## config.mk

```make
export PLATFORM = sky130hd
export DESIGN_NAME = cla_nibble_serial_adder
export DESIGN_NICKNAME = d
export VERILOG_FILES = /design/src/rtl/cla_nibble_serial_adder.sv
export SDC_FILE = /design/constraint.sdc
export NUM_CORES = 1
export LEC_CHECK = 0
export CORE_UTILIZATION = 39
export CTS_CLUSTER_SIZE = 25
export DETAILED_ROUTE_END_ITERATION = 6
export HOLD_SLACK_MARGIN = 0.02
export PLACE_DENSITY_LB_ADDON = 0.12
export SYNTH_ARGS = -nofsm -noshare
export SYNTH_HDL_FRONTEND = slang
export SYNTH_SLANG_ARGS = --single-unit
```

## constraint.sdc

```tcl
create_clock -name clk -period 1.9 [get_ports clk]
set_clock_uncertainty 0.2 [all_clocks]
set_input_delay 0.38 -clock clk [delete_from_list [all_inputs] [get_ports clk]]
set_output_delay 0.38 -clock clk [all_outputs]
set_load 0.05 [all_outputs]
```

## src/rtl/cla_nibble_serial_adder.sv

```systemverilog
// ---------------------------------------------------------------------------
// cla_nibble_serial_adder
//
// Adds two WIDTH-bit operands (plus a carry-in) by passing them one nibble
// per cycle through a single 4-bit carry-lookahead slice, LSB nibble first.
// The slice carry is registered between nibbles. The nibble sums build up in
// a partial-sum register, and the block-propagate bits are ANDed into p_all.
//
// Ports
//   clk    in   1      clock, rising edge
//   rst    in   1      synchronous active-high reset
//   start  in   1      request an addition (accepted in IDLE or DONE)
//   a      in   WIDTH  operand A, captured on the accepted start edge
//   b      in   WIDTH  operand B, captured on the accepted start edge
//   c_in   in   1      carry into nibble 0, captured on the accepted start edge
//   busy   out  1      high while nibbles are being processed
//   done   out  1      one-cycle pulse when sum/c_out/p_all are updated
//   sum    out  WIDTH  result, held until the next done
//   c_out  out  1      carry out of the top nibble
//   p_all  out  1      AND of every nibble's block propagate
// ---------------------------------------------------------------------------
module cla_nibble_serial_adder #(
   parameter int WIDTH = 16
) (
   input  logic             clk,
   input  logic             rst,
   input  logic             start,
   input  logic [WIDTH-1:0] a,
   input  logic [WIDTH-1:0] b,
   input  logic             c_in,
   output logic             busy,
   output logic             done,
   output logic [WIDTH-1:0] sum,
   output logic             c_out,
   output logic             p_all
);

   localparam int NIB = WIDTH / 4;
   // A one-nibble adder still needs a 1-bit counter.
   localparam int CW  = (NIB > 1) ? $clog2(NIB) : 1;
   localparam logic [CW-1:0] LAST_NIB = CW'(NIB - 1);

   localparam logic [1:0] IDLE = 2'd0;
   localparam logic [1:0] BUSY = 2'd1;
   localparam logic [1:0] DONE = 2'd2;

   // 4-bit carry-lookahead slice: returns {block_p, carry_out, sum[3:0]}.
   // The block generate is not needed here because the carry comes from the
   // slice carry out directly.
   function automatic logic [5:0] cla4(input logic [3:0] x,
                                       input logic [3:0] y,
                                       input logic       ci);
      logic [3:0] p;
      logic [3:0] g;
      logic [4:0] c;
      p    = x ^ y;
      g    = x & y;
      c[0] = ci;
      c[1] = g[0] | (p[0] & ci);
      c[2] = g[1] | (p[1] & g[0]) | (p[1] & p[0] & ci);
      c[3] = g[2] | (p[2] & g[1]) | (p[2] & p[1] & g[0])
           | (p[2] & p[1] & p[0] & ci);
      c[4] = g[3] | (p[3] & g[2]) | (p[3] & p[2] & g[1])
           | (p[3] & p[2] & p[1] & g[0]) | (p[3] & p[2] & p[1] & p[0] & ci);
      return {&p, c[4], p ^ c[3:0]};
   endfunction

   logic [1:0]       state_r;
   logic [WIDTH-1:0] a_r;
   logic [WIDTH-1:0] b_r;
   logic             carry_r;
   logic [CW-1:0]    cnt_r;
   logic [WIDTH-1:0] psum_r;
   logic             pacc_r;
   logic             busy_r;
   logic             done_r;
   logic [WIDTH-1:0] sum_r;
   logic             c_out_r;
   logic             p_all_r;

   logic             accept_s;
   logic [5:0]       slice_s;
   logic [3:0]       slice_sum_s;
   logic             slice_c_s;
   logic             slice_p_s;
   logic [WIDTH-1:0] psum_next_s;

   // Slice evaluation, start qualification and partial-sum shift.
   always_comb begin
      accept_s    = 1'b0;
      slice_s     = cla4(a_r[3:0], b_r[3:0], carry_r);
      slice_sum_s = slice_s[3:0];
      slice_c_s   = slice_s[4];
      slice_p_s   = slice_s[5];
      // The new nibble enters at the top; after NIB shifts nibble 0 is at the bottom.
      psum_next_s = (psum_r >> 3'd4) | (WIDTH'(slice_sum_s) << (WIDTH - 4));
      if ((state_r == IDLE) || (state_r == DONE)) begin
         accept_s = start;
      end else begin
         accept_s = 1'b0;
      end
   end

   // Control FSM, datapath registers and registered outputs.
   always_ff @(posedge clk) begin
      if (rst) begin
         state_r <= IDLE;
         a_r     <= '0;
         b_r     <= '0;
         carry_r <= 1'b0;
         cnt_r   <= '0;
         psum_r  <= '0;
         pacc_r  <= 1'b0;
         busy_r  <= 1'b0;
         done_r  <= 1'b0;
         sum_r   <= '0;
         c_out_r <= 1'b0;
         p_all_r <= 1'b0;
      end else if (accept_s) begin
         state_r <= BUSY;
         a_r     <= a;
         b_r     <= b;
         carry_r <= c_in;
         cnt_r   <= '0;
         psum_r  <= '0;
         pacc_r  <= 1'b1;
         busy_r  <= 1'b1;
         done_r  <= 1'b0;
      end else begin
         case (state_r)
            BUSY: begin
               psum_r  <= psum_next_s;
               carry_r <= slice_c_s;
               pacc_r  <= pacc_r & slice_p_s;
               a_r     <= a_r >> 3'd4;
               b_r     <= b_r >> 3'd4;
               cnt_r   <= cnt_r + 1'b1;
               if (cnt_r == LAST_NIB) begin
                  state_r <= DONE;
                  busy_r  <= 1'b0;
                  done_r  <= 1'b1;
                  sum_r   <= psum_next_s;
                  c_out_r <= slice_c_s;
                  p_all_r <= pacc_r & slice_p_s;
               end else begin
                  done_r  <= 1'b0;
               end
            end
            DONE: begin
               state_r <= IDLE;
               busy_r  <= 1'b0;
               done_r  <= 1'b0;
            end
            IDLE: begin
               busy_r  <= 1'b0;
               done_r  <= 1'b0;
            end
            default: begin
               state_r <= IDLE;
               busy_r  <= 1'b0;
               done_r  <= 1'b0;
            end
         endcase
      end
   end

   assign busy  = busy_r;
   assign done  = done_r;
   assign sum   = sum_r;
   assign c_out = c_out_r;
   assign p_all = p_all_r;

endmodule

```

==> results.txt, run 1 <==
Hold endpoint -> carry_r
Hold depth -> 3
Worst skew pair latency -> 340 ps
Final Power -> 3030 µW
Final setup viols -> 0
DPL Wire Length -> 4.06 mm
Vias in the first global route -> 2,142
FF-to-FF path depth -> 5
RSZ-0062 raised after global routing -> false
Post-DR vias/cell -> 5.07
CP Cell Sequence -> ha_1 -> and2_1 -> a31o_4 -> or4_1 -> nand3_1
P_leak -> 0.00136 µW
Setup TNS -> 0 ps
Share of cells above drive strength 1 -> 15.8%
Fraction of registers with async set/reset -> 0%
# rows -> 30
Initial Util -> 40.3%
CTS max path bufs -> 2
Post-synth cell types -> 33
FF-to-FF End -> psum_r[15]
DR pass1 iterations -> 4
Gr ovfl total -> 0
Largest net degree at the start of global routing -> 50
Port-buffer cells -> 55
Storage cell area -> 1400 µm²
1st-iter DRT viols -> 70
Pre-CTS setup slack -> -117 ps
Top FF cell, synth -> dfxtp_1
Setup slack, reg-to-reg -> 60 ps
Die footprint -> 7320 µm²
Fin. Hold Viols -> 0
# DRC -> 0
Area occupied by multi-input gates -> 1230 µm²
Worst Path Buf+Inv -> 0
Status -> complete, no violations
Fin util -> 53.3%
Total GRT Usage -> 17.7%
Critical path required time -> 1980 ps
CTS Buf Count -> 9
Critical Path End Type -> flip-flop
CP max stage delay -> 460 ps
Synth top area cells -> dfxtp_1 (51%), nand2_1 (10%), a21oi_1 (9.7%)
Startpoint Class -> flip-flop
IO Pins -> 56
Maximum clock frequency -> 0.543 GHz
Routed Antenna Nets -> 0
TritonCTS Sinks -> 70
Mapped Cells -> 322
VDD IR-drop max -> 0.401 mV
Number of H-tree levels -> 3
Number of flops mapped to enable cells by yosys -> 0
Post-Syn Area -> 2720 µm²
Layout Nets -> 424
DIE HEIGHT -> 85.5 µm
Cell taking the most area after synthesis -> dfxtp_1
Worst path slowest cell -> or4_1
Share of the synthesized area in the top cell type -> 51.5%
Pwr per Cell Area -> 841 nW/µm²
Root Driver -> clkbuf_8
Period utilization -> 96.9%
Antenna violations before repair -> 0
Max Transition Viols Final -> 0
Number of fillers in the final layout -> 682
Synth warn -> 0
CP top delay family -> simple AND/OR/NAND/NOR gates
Die Wd -> 85.5 µm
First-pass GRT wire length -> 10.0 mm
Placeable Area -> 6760 µm²
Synthesized net count -> 364
CTS tree -> done
Final wirelength -> 6.04 mm
Worst hold-check path type -> in -> reg
Mean Syn Cell Area -> 8.45 µm²
Reg clk slew, reported paths -> 70 ps
Worst relative slew slack -> 65.4%
Setup CP Type -> reg -> reg
Seq/Total Area, Yosys -> 51.5%
Routability Congestion -> 0.791
Hold_sp -> rst
Area grow syn2layout -> 32.4%
Vias -> 2,359
Setup ws final -> 59.3 ps
Crit path time final -> 1840 ps
#FFs+latches synth -> 70
ANT cells -> 0
Wire per inst -> 13.0 µm
R2R Path Start -> a_r[2]
Worst slew pin tran -> 519 ps
Critical path arrival -> 1920 ps
Crit-path max FO -> 5
Max-cap viol count -> 0
[worst max path at each step]
| stage | slack, ps | depth (start not counted) | end | start |
|---|---|---|---|---|
| finish | 60 | 5 | psum_r[15] | a_r[2] |
| global route | 2 | 6 | c_out | a_r[2] |
| CTS | 7 | 5 | psum_r[15] | a_r[0] |
| detailed placement | -120 | 5 | psum_r[15] | start |
| global placement | -110 | 5 | psum_r[15] | start |
| floorplan | 70 | 5 | psum_r[15] | a_r[0] |
[kinds of logic after synthesis]
| kind of cell | count (synthesis) | synth area share [%] |
|---|---|---|
| flip-flops | 70 | 51.5 |
| buffers and inverters | 29 | 4.46 |
| adder cells (fa/ha/maj) | 6 | 3.03 |
| XOR/XNOR | 2 | 0.644 |
| AO/OA/AOI/OAI | 98 | 22.2 |
| AND/OR/NAND/NOR | 117 | 18.2 |
[per-stage QoR]
step / hold slack [ps] / std cells / area (µm²)
after floorplan: 232 / 322 / 2720
after global placement: 240 / 450 / 3390
after detailed placement: 246 / 450 / 3390
after CTS: 209 / 464 / 3580
after global routing: 230 / 465 / 3600
final: 231 / 465 / 3600
[cells in the final DEF, fill, tap and decap left out, types with 2 or more instances in the layout]
cell              n
buf_4            37
nand3b_1          2
clkbuf_8         12
nand2_1          73
buf_12            3
a21o_1            2
inv_1             3
nand3_1           4
nor3_1            3
dfxtp_1          69
a22oi_1          33
nor2_1           20
clkdlybuf4s50_1  34
nand2b_1          3
a211oi_1          3
nor2b_2           2
nor4_1            2
xnor2_1           2
ha_1              4
a21oi_1          52
and2_1            2
[area by class of cell]
cell class / instances / area share [%]
clock buffer: 13 / 4.69
clock inverter: 1 / 0.139
inverter: 3 / 0.313
multi-input combinational: 223 / 34.2
sequential: 70 / 38.9
tap: 80 / 2.78
timing repair buffer: 75 / 19.0
[timing repair]
action                     in CTS  in global routing
hold buffers                    0                  0
pin swaps                       0                  3
setup endpoints to repair       1                  3
buffers inserted                0                  1
resized for setup               1                  3
[synth_stat cells (2+ instances only)]
| cell | instances |
|---|---|
| dfxtp_1 | 70 |
| and2_1 | 2 |
| buf_1 | 2 |
| a22oi_1 | 33 |
| nor3_1 | 3 |
| nand3_1 | 4 |
| a21o_1 | 2 |
| clkbuf_1 | 14 |
| nor2b_1 | 2 |
| nand2b_1 | 3 |
| a21oi_1 | 53 |
| xnor2_1 | 2 |
| nand2_1 | 73 |
| nor2_1 | 21 |
| ha_1 | 5 |
| buf_2 | 10 |
| nand3b_1 | 2 |
| nor4_1 | 2 |
| a211oi_1 | 3 |
| inv_1 | 3 |
[worst min-delay path, stage by stage]
cell	delay, ps
buf_2	110
buf_4	180
a21oi_1	50
[flip-flops by register name, indices dropped and copies added (netlist names)]
name and count:
cnt_r 2, psum_r 12, sum 16, p_all 1, busy 1, done 1, state_r 2, c_out 1
carry_r 1, a_r 16, b_r 16, pacc_r 1
[per-layer routing]
layer	vias to the layer above	track usage (%)	wire [µm]
li1	1236	-	-
met1	1067	21.3	2770
met2	46	29.1	2890
met3	10	4.23	248
met4	0	10.5	133
met5	-	0	0
[power breakdown]
group | leakage [µW] | switching [µW] | internal [µW]
clock network | 0.0000914 | 518 | 565
registers | 0.000571 | 34.6 | 1530
logic | 0.000696 | 193 | 191
total | 0.00136 | 746 | 2280
(Power assumes the default switching activity.)
==> inputs of run 2 (changes only) <==
Settings changed: CORE_MARGIN set to 5, MAX_ROUTING_LAYER set to met4.
==> run 2 against run 1 <==
Effect of this change: sequential power about the same; clock power rose by 19%; critical path type unchanged; worst hold slack improved by 23 ps; total power rose by 6.0%; sequential cell count did not move; die area up 20%; wire length up 0.46%; register-to-register slack improved by 20 ps; first-iteration DRC count up 99%; cell count rose by 3.0%.
==> results.txt, run 2 (synthesized netlist as in run 1, its figures left out) <==
Placeable Area -> 6790 µm² (+0.56%)
Vias in the first global route -> 2,249 (+5.0%)
Inst Count DP -> 463 (+2.9%)
1st-iter DRT viols -> 139 (+99%)
Port-buffer cells -> 55 (unchanged)
Die Wd -> 93.5 µm (+9.4%)
Die footprint -> 8750 µm² (+20%)
Crit-path max FO -> 6 (+1)
Antenna violations before repair -> 0 (unchanged)
Worst slew pin tran -> 357 ps (-162 ps)
P_leak -> 0.00135 µW (-0.72%)
Setup Buffers After CTS -> 0 (unchanged)
ANT cells -> 0 (unchanged)
CTS Buf Count -> 9 (unchanged)
Non-Filler Instances -> 479 (+3.0%)
VDD IR-drop max -> 0.509 mV (+27%)
IO Pins -> 56 (unchanged)
Worst hold-check path type -> reg -> reg
Worst skew pair latency -> 330 ps (about the same)
DIE HEIGHT -> 93.5 µm (+9.4%)
Hold_buf cts -> 0 (unchanged)
Startpoint Class -> flip-flop
Gr ovfl total -> 0 (unchanged)
Crit path time final -> 1830 ps (-15.2 ps)
Number of H-tree levels -> 3 (unchanged)
Vias -> 2,365 (+0.25%)
First-pass GRT wire length -> 10.3 mm (+2.7%)
Post-CTS sizing -> 0 (-1)
Fin. Hold Viols -> 0 (unchanged)
Total GRT Usage -> 15.1% (-2.6 points)
Critical Path End Type -> flip-flop
Maximum clock frequency -> 0.548 GHz (+0.83%)
DPL Wire Length -> 4.22 mm (+3.9%)
Final wirelength -> 6.07 mm (+0.46%)
Worst relative slew slack -> 76.1% (+11 points)
Reg clk slew, reported paths -> 70 ps (about the same)
Pwr per Cell Area -> 886 nW/µm² (+5.3%)
Setup TNS -> 0 ps (unchanged)
Status -> complete, no violations
Area grow syn2layout -> 33.2%
Routability Congestion -> 0.747 (-5.5%)
Initial Util -> 40.1% (-0.22 points)
TritonCTS Sinks -> 70 (unchanged)
Final setup viols -> 0 (unchanged)
Period utilization -> 96.1% (-0.80 points)
Root Driver -> clkbuf_8
Critical path arrival -> 1900 ps (-20 ps)
RSZ-0062 raised after global routing -> false
DR pass1 iterations -> 4 (unchanged)
Setup CP Type -> reg -> reg
Critical path required time -> 1980 ps (about the same)
CTS tree -> done
# DRC -> 0 (unchanged)
Layout Nets -> 420 (-0.94%)
Post-DR vias/cell -> 4.94 (-2.7%)
Largest net degree at the start of global routing -> 33 (-34%)
Share of cells above drive strength 1 -> 15.9% (+0.083 points)
Max-cap viol count -> 0 (unchanged)
Routed Antenna Nets -> 0 (unchanged)
# rows -> 30 (unchanged)
CTS max path bufs -> 2 (unchanged)
Most frequent cells in the layout -> nand2_1 (73), dfxtp_1 (68), a21oi_1 (53)
Most common cell after layout, fill and taps aside -> nand2_1
Wire per inst -> 12.7 µm (-2.5%)
Max Transition Viols Final -> 0 (unchanged)
-- run 2: through the flow --
stage          power, µW  setup slack (ps)  area (µm²)  util, %  hold WS [ps]
2_1_floorplan       1800              72.9        2720        -           232
3_3_place_gp        1960              -138        3370     49.6           243
3_5_place_dp        1960              -152        3370     49.6           246
4_1_cts             3240             0.928        3590     52.8           257
5_1_grt             3360              23.5        3630     53.4           271
6_report            3210              74.5        3630     53.4           254
-- run 2: worst paths after layout --
kind                              from          to  slack (ps)  cells past startpoint
worst max-delay path            b_r[0]  psum_r[15]          70                      5
worst min-delay path            a_r[7]      a_r[7]         250                      2
worst max register to register  b_r[0]  psum_r[15]          70                      5
worst min register to register  a_r[7]      a_r[7]         250                      2
-- run 2: critical path, cell delays in order, from the launching register on --
cell and delay, ps:
dfxtp_1 380, ha_4 210, a21o_1 180, a31o_4 250
or4_1 460, nand3_1 90
-- run 2: per-layer routing --
metal	GRT usage (%)	wire length, µm	share of wire (%)
met4	6.86	109	1.8
met1	18.3	2730	45
met5	-	0	0
met3	4.34	370	6.1
met2	23.4	2850	47
-- run 2: power by group --
| group | internal [µW] | leakage (µW) | switching, µW |
|---|---|---|---|
| sequential | 1530 | 0.000571 | 35.2 |
| clock | 751 | 0.000109 | 528 |
| combinational | 181 | 0.000668 | 190 |
-- run 2: cell type report --
class	instances	area (µm²)
fillers	674	3170
flip-flops and latches	70	1400
multi-input cells	223	1240
repair buffers	71	628
clock buffers	14	183
well taps	96	120
clock inverters	2	37.5
inverters	3	11.3
